## src/rtl/tt_sel_driver.sv

```systemverilog
`default_nettype none
// ============================================================================
// Module   : tt_sel_driver
// Purpose  : Initiator for the design-select control interface. On an
//            accepted request it holds the controller's select counter in
//            reset, emits exactly req_addr increment pulses and then enables
//            the selected design.
// Ports    : clk, rst (sync, active high)
//            req_valid / req_ready / req_addr : selection request port
//            busy, done                       : sequence status
//            cur_addr, cur_valid              : last completed selection
//            ctrl_sel_rst_n, ctrl_sel_inc,
//            ctrl_ena                         : control-high pad drivers
// Revision : 1.0 - initial release
// ============================================================================
module tt_sel_driver #(
  parameter int ADDR_W  = 10,
  parameter int RST_CYC = 8,
  parameter int PULSE_W = 4
) (
  input  logic              clk,
  input  logic              rst,
  input  logic              req_valid,
  output logic              req_ready,
  input  logic [ADDR_W-1:0] req_addr,
  output logic              busy,
  output logic              done,
  output logic [ADDR_W-1:0] cur_addr,
  output logic              cur_valid,
  output logic              ctrl_sel_rst_n,
  output logic              ctrl_sel_inc,
  output logic              ctrl_ena
);

  localparam int c_max_cyc = (RST_CYC > PULSE_W) ? RST_CYC : PULSE_W;
  localparam int c_tmr_w   = $clog2(c_max_cyc) + 1;

  localparam logic [c_tmr_w-1:0] c_rst_load   = c_tmr_w'(RST_CYC - 1);
  localparam logic [c_tmr_w-1:0] c_pulse_load = c_tmr_w'(PULSE_W - 1);

  typedef enum logic [2:0] {
    ST_IDLE   = 3'd0,
    ST_RST    = 3'd1,
    ST_GAP    = 3'd2,
    ST_INC_HI = 3'd3,
    ST_INC_LO = 3'd4,
    ST_FIN    = 3'd5
  } state_t;

  state_t              r_state, w_state_nx;
  logic [c_tmr_w-1:0]  r_timer, w_timer_nx;
  logic [ADDR_W-1:0]   r_cnt, w_cnt_nx;     // increments still to emit
  logic [ADDR_W-1:0]   r_addr, w_addr_nx;   // address of the running request
  logic [ADDR_W-1:0]   w_cur_addr_nx;
  logic                w_cur_valid_nx;
  logic [ADDR_W-1:0]   w_cnt_dec;
  logic                w_timer_zero;

  logic w_sel_rst_n_nx, w_inc_nx, w_ena_nx, w_done_nx, w_busy_nx;

  assign req_ready    = (r_state == ST_IDLE);
  assign w_cnt_dec    = r_cnt - ADDR_W'(1);
  assign w_timer_zero = (r_timer == '0);

  always_comb begin
    w_state_nx     = r_state;
    w_timer_nx     = r_timer;
    w_cnt_nx       = r_cnt;
    w_addr_nx      = r_addr;
    w_cur_addr_nx  = cur_addr;
    w_cur_valid_nx = cur_valid;

    case (r_state)
      ST_IDLE: begin
        if (req_valid) begin
          w_cnt_nx       = req_addr;
          w_addr_nx      = req_addr;
          w_timer_nx     = c_rst_load;
          w_state_nx     = ST_RST;
          w_cur_valid_nx = 1'b0;
        end
      end
      ST_RST: begin
        if (w_timer_zero) begin
          w_timer_nx = c_pulse_load;
          w_state_nx = ST_GAP;
        end else begin
          w_timer_nx = r_timer - c_tmr_w'(1);
        end
      end
      ST_GAP: begin
        if (w_timer_zero) begin
          w_timer_nx = c_pulse_load;
          w_state_nx = (r_cnt != '0) ? ST_INC_HI : ST_FIN;
        end else begin
          w_timer_nx = r_timer - c_tmr_w'(1);
        end
      end
      ST_INC_HI: begin
        if (w_timer_zero) begin
          w_timer_nx = c_pulse_load;
          w_state_nx = ST_INC_LO;
        end else begin
          w_timer_nx = r_timer - c_tmr_w'(1);
        end
      end
      ST_INC_LO: begin
        if (w_timer_zero) begin
          w_timer_nx = c_pulse_load;
          w_cnt_nx   = w_cnt_dec;
          w_state_nx = (w_cnt_dec != '0) ? ST_INC_HI : ST_FIN;
        end else begin
          w_timer_nx = r_timer - c_tmr_w'(1);
        end
      end
      ST_FIN: begin
        w_state_nx = ST_IDLE;
      end
      default: begin
        w_state_nx = ST_IDLE;
      end
    endcase

    // Selection result becomes visible in the same cycle as done.
    if (w_state_nx == ST_FIN) begin
      w_cur_addr_nx  = r_addr;
      w_cur_valid_nx = 1'b1;
    end

    // Pad and status outputs are decoded from the next state so that the
    // registered copies line up exactly with the state they describe.
    w_inc_nx  = (w_state_nx == ST_INC_HI);
    w_done_nx = (w_state_nx == ST_FIN);
    w_busy_nx = (w_state_nx != ST_IDLE);
    if (w_state_nx == ST_IDLE) begin
      // Hold the last selection active while idle; nothing selected after reset.
      w_sel_rst_n_nx = w_cur_valid_nx;
      w_ena_nx       = w_cur_valid_nx;
    end else begin
      w_sel_rst_n_nx = (w_state_nx != ST_RST);
      w_ena_nx       = (w_state_nx == ST_FIN);
    end
  end

  always_ff @(posedge clk) begin
    if (rst) begin
      r_state        <= ST_IDLE;
      r_timer        <= '0;
      r_cnt          <= '0;
      r_addr         <= '0;
      cur_addr       <= '0;
      cur_valid      <= 1'b0;
      ctrl_sel_rst_n <= 1'b0;
      ctrl_sel_inc   <= 1'b0;
      ctrl_ena       <= 1'b0;
      busy           <= 1'b0;
      done           <= 1'b0;
    end else begin
      r_state        <= w_state_nx;
      r_timer        <= w_timer_nx;
      r_cnt          <= w_cnt_nx;
      r_addr         <= w_addr_nx;
      cur_addr       <= w_cur_addr_nx;
      cur_valid      <= w_cur_valid_nx;
      ctrl_sel_rst_n <= w_sel_rst_n_nx;
      ctrl_sel_inc   <= w_inc_nx;
      ctrl_ena       <= w_ena_nx;
      busy           <= w_busy_nx;
      done           <= w_done_nx;
    end
  end

endmodule
`default_nettype wire

```

## config.mk

```make
export PLATFORM = sky130hd
export DESIGN_NAME = tt_sel_driver
export DESIGN_NICKNAME = d
export VERILOG_FILES = /design/src/rtl/tt_sel_driver.sv
export SDC_FILE = /design/constraint.sdc
export NUM_CORES = 1
export LEC_CHECK = 0
export ABC_AREA = 1
export ABC_CLOCK_PERIOD_IN_PS = 4800
export CELL_PAD_IN_SITES_DETAIL_PLACEMENT = 1
export CELL_PAD_IN_SITES_GLOBAL_PLACEMENT = 1
export CORE_ASPECT_RATIO = 1.4
export CORE_MARGIN = 10
export CORE_UTILIZATION = 41
export DETAILED_ROUTE_END_ITERATION = 8
export PLACE_DENSITY_LB_ADDON = 0.1
export SETUP_SLACK_MARGIN = 0.5
export SYNTH_ARGS = -nofsm -noshare
export SYNTH_HDL_FRONTEND = slang
export SYNTH_SLANG_ARGS = --single-unit
```

## constraint.sdc

```tcl
create_clock -name clk -period 4.8 [get_ports clk]
set_input_delay 0.48 -clock clk [delete_from_list [all_inputs] [get_ports clk]]
set_output_delay 0.48 -clock clk [all_outputs]
set_load 0.02 [all_outputs]
```

* Yosys cells after proc, flatten, opt, wreduce, memory -nomap -nowiden
Cells that the tools add are included.
Widths: inputs -> output; s select.
** Storage, ports and cells
- Input port bits :: 13
- Register bits :: 43
- Word-level logic and storage cells :: 53
- Output and inout port bits :: 17
** Cells by class
- Eq/ne operators :: 9
- Reduce and logical (&&, ||, !) cells :: 12
- Add/subtract/negate cells :: 2
- Muxes and demuxes :: 19
** Operators by type and width (number)
- $mux 3 :: 7
- $mux 10 :: 2
- $pmux 10 s2 :: 1
- $reduce_bool 10->1 :: 2
- $pmux 3 s5 :: 1
- $sub 10x1->10 const B :: 1
- $eq 3x2->1 const B :: 3
- $mux 4 :: 2
- $pmux 4 s2 :: 1
- $eq 3x3->1 const B :: 2
- $logic_not 3->1 :: 2
- $mux 1 :: 5
- $logic_not 4->1 :: 1
- $ne 2x2->1 const B :: 2
- $reduce_and 2->1 :: 2
- $reduce_bool 2->1 :: 2
- $reduce_or 4->1 :: 1
- $sub 4x1->4 const B :: 1
- $eq 3x1->1 const B :: 1
- $ne 3x1->1 const B :: 1
- $reduce_and 3->1 :: 1
- $reduce_bool 3->1 :: 1

* Depth between registers and ports, before layout
Gate-level depths: netlist (run 1).
- Word-level depth :: 8
- Depth in mapped cells :: 17
- Gate-level depth less buffers :: 17

* Least setup slack after synthesis (run 1)
OpenSTA, ideal clock, no wires.
- Path type :: register to register
- Start point :: register r_cnt[0]
- End point :: register cur_addr[3]
- Slack :: 2.913 ns
- Data required time :: 4.669 ns
- Path buffers :: 1
- Stages on the path, launching flop included :: 16
- Clock period less this slack :: 1.887 ns
- Setup time :: 0.131 ns
- Arrival :: 1.756 ns
- Path through :: dfxtp_1 -> inv_1 -> ha_1 -> inv_2 -> nor2_1 -> nand3_1 -> o21a_1 -> nor2_2 -> nand3_2 -> nand2_2 -> nand2_2 -> nand2_2 -> nand2_2 -> buf_6 -> nand2_1 -> a21oi_2
** On the way
- Cells in the longest elaborated chain, start to end :: 6
- Elaborated cells on any way between the ends :: 9
** Ends and longest elaborated chain
- start: declaration :: RTL line 52 : logic [ADDR_W-1:0] r_cnt, w_cnt_nx;
- start signal: assignment :: RTL line 161 : r_cnt <= w_cnt_nx;
- $sub 10x1->10 :: RTL line 62 : assign w_cnt_dec = r_cnt - ADDR_W'(1);
- $reduce_bool 10->1 :: RTL line 111 : w_state_nx = (w_cnt_dec != '0) ? ST_INC_HI : ST_FIN;
- $mux 3 :: RTL line 111
- $mux 3 :: RTL line 108 : if (w_timer_zero) begin
- $pmux 3 s5 (*) :: RTL line 73 : case (r_state)
- $eq 3x3->1 (*) :: RTL line 125 : if (w_state_nx == ST_FIN) begin
- end signal: assignment :: RTL line 163 : cur_addr <= w_cur_addr_nx;
- end: declaration :: RTL line 28 : output logic [ADDR_W-1:0] cur_addr,
Mark *: on every way between the ends. The rest lies on a longest branch, timed or not.
A chain may end at the register's enable or synchronous reset.

* Worst setup path after layout (run 1)
- Start point :: register r_state[1]
- End point :: register r_cnt[0]
** On the way
- Cells in the longest elaborated chain, start to end :: 3
- Elaborated cells on any way between the ends :: 7
** Ends and longest elaborated chain
- start: declaration :: RTL line 50 : state_t r_state, w_state_nx;
- start signal: assignment :: RTL line 159 : r_state <= w_state_nx;
- $eq 3x3->1 / $logic_not 3->1 (equally long branches) :: RTL line 73
- $ne 2x2->1 (no line) / $reduce_bool 2->1 (equally long branches)
- $reduce_and 3->1 (no line)
Parallel ways exist; a longest one is shown, timed or not.

==> results of run 1 <==
[worst max path at each step]
stage | to | slack, ns | cells past startpoint
CTS | r_cnt[0] | 2.10 | 9
global placement | r_cnt[0] | 1.99 | 7
finish | r_cnt[0] | 2.18 | 9
global route | r_cnt[0] | 1.85 | 9
detailed placement | r_cnt[8] | 1.91 | 7
floorplan | cur_addr[3] | 2.91 | 15
[through the flow]
stage               power [uW]  setup WS, ns  hold WS, ns
CTS                        972          2.10        0.466
detailed placement         688          1.91        0.455
finish                     961          2.18        0.462
global route              1020          1.85        0.492
global placement           679          1.99        0.449
floorplan                  615          2.91        0.446
[synth_stat cells, types with 4 or more instances]
library cell	instances
a221oi_1	4
nand2_1	72
nand2_2	5
nor2_2	7
o21ai_0	9
clkbuf_1	7
nor2_1	24
dfxtp_1	43
inv_1	26
a21oi_1	36
nand3_1	15
[worst reg2reg max path: cells and delay by family, from the launching register on]
family	cells	cell delay [ns]
and+or+nand+nor	4	1.25
buffers and inverters	3	0.73
DFF	1	0.34
AOI/OAI and AO/OA	2	0.24
[layout by cell type (no fill, tap or decap)]
cell	netlist	routed
or2_2	1	1
o21a_1	1	1
inv_1	26	26
a21oi_1	36	36
nor2_2	7	7
nand3b_1	1	1
xnor2_1	1	1
nand4_1	2	2
clkbuf_8	0	5
o211ai_1	1	1
nand3_2	3	3
a31oi_1	2	2
buf_4	1	1
bufinv_16	0	1
clkinv_4	0	1
clkdlybuf4s50_1	0	29
ha_1	3	3
dfxtp_1	43	43
nor3_1	2	2
a211oi_1	2	2
clkinv_2	0	1
inv_2	3	3
nand2_2	5	5
nor2_1	24	24
o21ai_1	2	2
a221oi_1	4	4
nand3_1	15	15
a311oi_1	1	1
nand2_1	72	72
nor2_4	3	3
a21oi_2	2	2
o21ai_0	9	9
[flip-flops by register name, summed over array words and instances, names as in the netlist]
register	cells
busy	1
ctrl_ena	1
ctrl_sel_inc	1
ctrl_sel_rst_n	1
cur_addr	10
cur_valid	1
done	1
r_addr	10
r_cnt	10
r_state	3
r_timer	4
[report_power, final]
| part | total, uW | switching, uW | internal, uW |
|---|---|---|---|
| Clock | 284 | 129 | 155 |
| Combinational | 260 | 169 | 90.6 |
| Sequential | 417 | 27.9 | 389 |
[per-layer routing]
layer	vias up	global-route usage, %	share of wire, %
met5	-	0	0
met3	6	3.03	3.6
li1	962	-	-
met1	874	14.6	44
met4	0	4.15	0.91
met2	28	23.6	52
[cell type report]
cell class                      count  area, um^2  share of cell area [%]
Tap cell                           64        80.1                    3.26
Inverter                           29         109                    4.43
Clock inverter                      3        43.8                    1.78
Multi-Input combinational cell    199         996                    40.6
Sequential cell                    43         861                    35.0
Clock buffer                        5        68.8                    2.80
Timing Repair Buffer               30         298                    12.1
[cells by family after synthesis]
family / count (synthesis) / share of synthesized area [%]
adders and majority gates: 3 / 1.84
DFF: 43 / 42.2
AOI/OAI and AO/OA: 60 / 16.6
and+or+nand+nor: 135 / 30.0
buffers and inverters: 41 / 8.90
xor gates and xnor gates: 1 / 0.430
==> results.cfg, run 1 <==
[logic_synthesis]
ys.flop_type = dfxtp_1
syn-num-nets = 299
synth_cells = 283
ys_seq_elements = 43
synth_top_cell_by_area = dfxtp_1
syn_area_mm2 = 0.00204
synth_edf_count = 0
yosys.area.top_type_share_pct = 42.2
avgSynthCellArea_um2 = 7.20
synth.distinct_cells = 30
synthArstFlopShare_pct = 0
synthTopCellsByArea = dfxtp_1 42%, nand2_1 13%, a21oi_1 8.8%, inv_1 4.8%, nor2_1 4.4%
yosys_warnings = 0
synth_seq_area_share_pct = 42.2

[worst_setup_path]
reg2regPathDepth = 9
path_buf_inv = 3
cp_slowest_cell = nor2_1
worst_ep_arrival_time_ns = 2.85
crit_path_start = r_state[1]
cpMostUsedCell = nor2_1
crit_family = simple AND/OR/NAND/NOR gates
slowest_delay_ns = 0.61
crit_path_start_kind = register
rr_startpoint = r_state[1]
path_cells = nor2_1 > inv_1 > nor2_1 > inv_1 > nor2_1 > nor2_1 > inv_1 > o21ai_0 > a31oi_1
worstSetupPathType = reg2reg
worstPathRequired_ns = 5.03
cp-end-kind = register
r2r_setup_slack_ns = 2.18
timing.rr.end = r_cnt[0]
path_max_fanout = 14

[layout]
stdcell_count = 373
layout.nets = 324
drive_gt1_share_pct = 10.7
final_area_mm2 = 0.00246
num_antenna_cells = 0
post-route-util_pct = 50.7
layout-area-overhead-vs-synth_pct = 20.5
num-fill-cells = 636

[floorplan]
ios = 30
die_h_um = 103
start_util_pct = 42.1
fp.dieW_um = 79.6
coreArea_mm2 = 0.00484
num_rows = 30
die_area_mm2 = 0.00823

[outcome]
status = finished, final reports clean

[routing]
dr_total_vias = 1870
ant_nets = 0
drt_wl_total_um = 5250
drtIter0Drc = 42
dr.pass1.iters = 4
drc = 0
viasPerCell = 5.01
routedWlPerCell_um = 14.1

[worst_hold_path]
holdPathStages = 2
holdCritStartpoint = cur_addr[7]
hold_end = cur_addr[7]
hold_path.class = reg2reg

[global_route]
track_usage_pct = 13.0
grt_pass1_vias = 1878
grt_max_degree = 35
grt_overflow = 0
grt_pass1_wl_um = 8640
antenna_found_initial = 0

[pwr]
p_per_area_mw_per_mm2 = 391
leakagePower_uw = 0.000984
vdd_ir_drop_max_uv = 190

[sta]
fin_crit_ns = 2.62
max_freq_mhz = 382
fin_setup_tns_ns = 0
slew_violations = 0
relSlewSlack_pct = 42.9
hold_viol = 0
worstMarginPinSlew_ns = 0.853
grt_setup_unrepaired = false
clock_skew_ns = 0.00828
timing.final.crit_share_pct = 54.5
setup_viol = 0

[cts]
htree_levels = 2
cts_hold_buf = 0
root_buffer = clkbuf_8
clockBufferDepth = 2
cts-buffers-inserted = 5
cts_tree = built
cts_resized = 0
cts_sinks = 43
path_clk_slew_ns = 0.09
postCtsSetupRepairBufs = 0
clk_latency_ns = 0.30

[placement]
dp_cells = 365
place_hpwl_um = 4100
place_congestion = 0.822
dpl_cell_area_mm2 = 0.00234
io_buffers = 29

[run]
maxCapViolCount = 0
(Power assumes the default switching activity.)
==> run 2: changes to the inputs <==
- ABC_CLOCK_PERIOD_IN_PS: 4800 -> 2400
- CORE_UTILIZATION: 41 -> 35
- clock period: 4.8 -> 2.4 ns (I/O delays scaled with it)
==> results.cfg, run 2 (same netlist as run 1, synthesis figures left out) <==
[worst_setup_path]
worst_ep_arrival_time_ns = 2.16
r2r_setup_slack_ns = 0.48
rr_startpoint = r_cnt[1]
timing.rr.end = cur_addr[2]
worstPathRequired_ns = 2.64
reg2regPathDepth = 14
worstSetupPathType = reg2reg
cp-end-kind = register
path_max_fanout = 5
timing.critical_path.to = cur_addr[2]
crit_path_start = r_cnt[1]
crit_path_start_kind = register

[layout]
drive_gt1_share_pct = 25.2
layout.nets = 341
mostFrequentLayoutCell = nand2_1
layout-area-overhead-vs-synth_pct = 33.5
top_regs = cur_addr x10, r_addr x10, r_cnt x10
final_area_mm2 = 0.00272
regArea_um2 = 870
stdcell_count = 394
final_cell_mix = 69 x nand2_1, 38 x dfxtp_1, 31 x a21oi_1, 28 x clkdlybuf4s50_1, 20 x nor2_1
num-fill-cells = 702
num_antenna_cells = 0
multi_input_area_mm2 = 0.00113

[global_route]
use_met1_pct = 14.0
grt_pass1_wl_um = 9910
gr-usage-met2_pct = 24.2
grt_max_degree = 34
grt_overflow = 0
antenna_found_initial = 0
grt_use_met3_pct = 2.64
grt_pass1_vias = 2058
grt_busiest_layer = met2
track_usage_pct = 13.0

[cts]
cts_hold_buf = 0
clk_latency_ns = 0.30
path_clk_slew_ns = 0.08
htree_levels = 2
clockBufferDepth = 2
root_buffer = clkbuf_8
cts-buffers-inserted = 5
cts_tree = built
cts_sinks = 43

[pwr]
pwr-share-seq_pct = 42.0
swShare_pct = 36.7
p_per_area_mw_per_mm2 = 735
vdd_ir_drop_max_uv = 295
power.switching_uw = 735
cell_internal_pwr_uw = 1260
combPwrFrac_pct = 34.9
clockPowerShare_pct = 23.1
total_power_uw = 2000
leakagePower_uw = 0.00107

[placement]
place_congestion = 0.866
io_buffers = 29
dp_cells = 375
place_hpwl_um = 4360
dpl_cell_area_mm2 = 0.00239

[worst_hold_path]
hold_path.class = reg2reg

[routing]
dr_total_vias = 1987
routedWlPerCell_um = 15.2
dr.pass1.iters = 4
viasPerCell = 5.04
drtIter0Drc = 51
drc = 0
ant_nets = 0
drt_wl_total_um = 5990

[sta]
grt_setup_unrepaired = true
worstMarginPinSlew_ns = 0.395
setup_viol = 0
max_freq_mhz = 520
clock_skew_ns = 0.00252
slew_violations = 0
fin_crit_ns = 1.92
relSlewSlack_pct = 73.7
fin_setup_tns_ns = 0
hold_viol = 0
timing.final.crit_share_pct = 80.1

[floorplan]
coreArea_mm2 = 0.00557
die_h_um = 110
ios = 30
num_rows = 32
fp.dieW_um = 84.5
start_util_pct = 36.6
die_area_mm2 = 0.00932

[run]
maxCapViolCount = 0

[outcome]
status = finished, final reports clean
==> run 2: power groups by stage <==
stage                     logic (uW)  clock network (uW)  registers, uW
final                            697                 461            840
after global routing             775                 500            851
after CTS                        649                 480            839
after detailed placement         556                   0            848
after global placement           544                   0            848
after floorplan                  386                   0            845
==> run 2: worst min path at each step <==
stage | from | to | cells after the start
after floorplan | req_addr[0] | r_addr[0] | 2
after detailed placement | cur_addr[7] | cur_addr[7] | 2
final | cur_addr[7] | cur_addr[7] | 2
after global routing | cur_addr[9] | cur_addr[9] | 2
after global placement | cur_addr[9] | cur_addr[9] | 2
after CTS | cur_addr[7] | cur_addr[7] | 2
==> run 2: cell type report <==
type | count | area share (%)
clock buffer | 6 | 2.67
clock inverter | 2 | 0.460
sequential | 43 | 32.0
tap | 68 | 3.13
inverter | 29 | 4.28
timing repair buffer | 47 | 15.9
multi-input combinational | 199 | 41.6
==> run 2: repair_timing <==
action / 4_1_cts / 5_1_grt
endpoints found under the setup margin: 18 / 24
gates cloned: 1 / 0
buffers inserted: 7 / 3
gates resized for setup: 37 / 12
pin swaps: 13 / 11
==> run 2: worst max-delay path: stages, from the launching register on <==
cell and delay, ns:
dfxtp_4 0.37, inv_4 0.06, ha_4 0.16, inv_2 0.05, nor2_4 0.10, nand3_2 0.09
o21a_1 0.22, nor2_2 0.09, nand3_2 0.10, nand2_2 0.10, nand2_2 0.07, nand2_4 0.11
buf_6 0.12, nand3_1 0.07, a21oi_1 0.13
==> run 2: per-layer routing <==
layer	up-vias	share of wire, %
li1	1001	-
met1	951	42
met2	25	53
met3	10	3.4
met4	0	1.6
met5	-	0
==> run 2: stage by stage <==
| stage | hold slack, ns | setup slack (ns) | utilization (%) |
|---|---|---|---|
| after global placement | 0.450 | 0.191 | 43.0 |
| after floorplan | 0.385 | 0.513 | - |
| after CTS | 0.467 | 0.478 | 47.9 |
| after detailed placement | 0.455 | 0.112 | 43.0 |
| final | 0.468 | 0.479 | 48.9 |
| after global routing | 0.492 | 0.345 | 48.9 |
==> run 3: changes to the inputs <==
- ABC_CLOCK_PERIOD_IN_PS: 2400 -> 1560
- clock period: 2.4 -> 1.56 ns (I/O delays scaled with it)
==> results.cfg, run 3 (same netlist as run 1, synthesis figures left out) <==
[placement]
place_hpwl_um = 5090
io_buffers = 29
place_congestion = 0.783

[sta]
relSlewSlack_pct = 70.4
slew_violations = 0
clock_skew_ns = 0.0121
setup_viol = 34
hold_viol = 0
worstMarginPinSlew_ns = 0.439
grt_setup_unrepaired = true
fin_crit_ns = 2.14
max_freq_mhz = 468
timing.final.crit_share_pct = 137
fin_setup_tns_ns = -11.09
setup_slack_ns = -0.577

[pwr]
swShare_pct = 37.1
cell_internal_pwr_uw = 2640
clockPowerShare_pct = 21.3
total_power_uw = 4200
p_per_area_mw_per_mm2 = 1190
vdd_ir_drop_max_uv = 678
pwr-share-seq_pct = 30.9
combPwrFrac_pct = 47.8
power.switching_uw = 1560
leakagePower_uw = 0.00150

[layout]
drive_gt1_share_pct = 54.7
final_cell_mix = 55 x nand2_1, 48 x buf_4, 35 x dfxtp_1, 19 x buf_6, 18 x a21oi_2
mostFrequentLayoutCell = nand2_1
layout.nets = 395
layout-area-overhead-vs-synth_pct = 73.3
top_regs = cur_addr x10, r_addr x10, r_cnt x10
num_antenna_cells = 0

[cts]
clk_latency_ns = 0.31
path_clk_slew_ns = 0.09
root_buffer = clkbuf_8
cts-buffers-inserted = 5
cts_tree = built
cts_sinks = 43
htree_levels = 2
clockBufferDepth = 2
cts_hold_buf = 0

[routing]
dr.pass1.iters = 4
wl_met1_um = 3630
drt_wl_total_um = 9290
route.met3.wl_um = 366
ant_nets = 0
viasPerCell = 5.36
dr_total_vias = 2402
routedWlPerCell_um = 20.7
top_layer = met4
drtIter0Drc = 79
dr_wl_met2_um = 5000
drc = 0

[worst_setup_path]
worst_ep_arrival_time_ns = 2.38
crit_path_start_kind = register
worstSetupPathType = reg2reg
path_max_fanout = 10
worstPathRequired_ns = 1.80
cp-end-kind = register

[global_route]
grt_max_degree = 15
grt_pass1_wl_um = 13100
grt_pass1_vias = 2559
track_usage_pct = 17.2
antenna_found_initial = 0
grt_overflow = 0

[outcome]
status = complete, but fails checks
violations = setup timing

[floorplan]
num_rows = 32
coreArea_mm2 = 0.00557
die_h_um = 110
start_util_pct = 36.6
fp.dieW_um = 84.5
ios = 30
die_area_mm2 = 0.00932

[run]
maxCapViolCount = 0

[worst_hold_path]
hold_path.class = reg2reg
[run 3: cell types whose count changed in the layout (fill, tap and decap cells not counted), moves of 5 or more]
cell	change
a21oi_1	-17
a21oi_2	+12
a21oi_4	+5
buf_2	+13
buf_4	+32
buf_6	+17
clkdlybuf4s50_1	-16
nand2_1	-14
nand2_4	+11
nor2_1	-8
nor2_4	+7
o21ai_0	-5
[run 3: per-layer routing]
layer  track usage, %  vias up
li1                 -     1112
met5                0        -
met3             3.67       27
met2             31.6       65
met1             19.2     1198
met4             5.78        0
[run 3: power by group through the flow]
stage                     clock, uW  sequential [uW]  combinational, uW
after floorplan                   0             1310                721
after global routing            954             1310               2140
after detailed placement          0             1310               1290
after CTS                       897             1290               1570
after global placement            0             1300               1250
final                           893             1300               2010
[run 3: path summary, 6_finish.rpt]
| check | startpoint | end | slack (ns) | cells past startpoint |
|---|---|---|---|---|
| setup / recovery | r_cnt[1] | cur_addr[6] | -0.58 | 14 |
| hold / removal | cur_addr[6] | cur_addr[6] | 0.47 | 2 |
| setup reg to reg | r_cnt[1] | cur_addr[6] | -0.58 | 14 |
| hold reg to reg | cur_addr[6] | cur_addr[6] | 0.47 | 2 |
[run 3: timing repair]
action	in CTS	in global routing
resized for setup	119	59
cloned	2	0
endpoints found under the setup margin	60	46
pin swaps	17	28
buffers inserted	12	11
[run 3: through the flow]
stage | setup WS (ns) | util [%] | instances | instance area [um^2] | hold WS, ns
after floorplan | -0.170 | - | 283 | 2190 | 0.299
after global placement | -0.280 | 51.0 | 415 | 2840 | 0.454
after detailed placement | -0.379 | 51.0 | 415 | 2840 | 0.457
after CTS | -0.330 | 58.3 | 437 | 3240 | 0.475
after global routing | -0.667 | 63.5 | 448 | 3530 | 0.478
final | -0.577 | 63.5 | 448 | 3530 | 0.471
[run 3: critical path: stages (launching register included)]
cell,delay (ns)
dfxtp_2,0.38
inv_2,0.06
ha_4,0.19
xnor2_4,0.16
nand2_1,0.09
nor2_2,0.11
nand2_1,0.08
nor2_2,0.18
nand3_2,0.14
nand2_4,0.10
nand2_2,0.07
nand2_4,0.10
buf_12,0.13
nand3_1,0.10
a21oi_1,0.16
[run 3: cell type report]
cell class              count  area [um^2]
clock buffers               5         68.8
flip-flops and latches     43          873
well taps                  68         85.1
multi-input cells         200         1440
inverters                  29          129
clock inverters             3         43.8
fillers                   657         2030
repair buffers            100          891
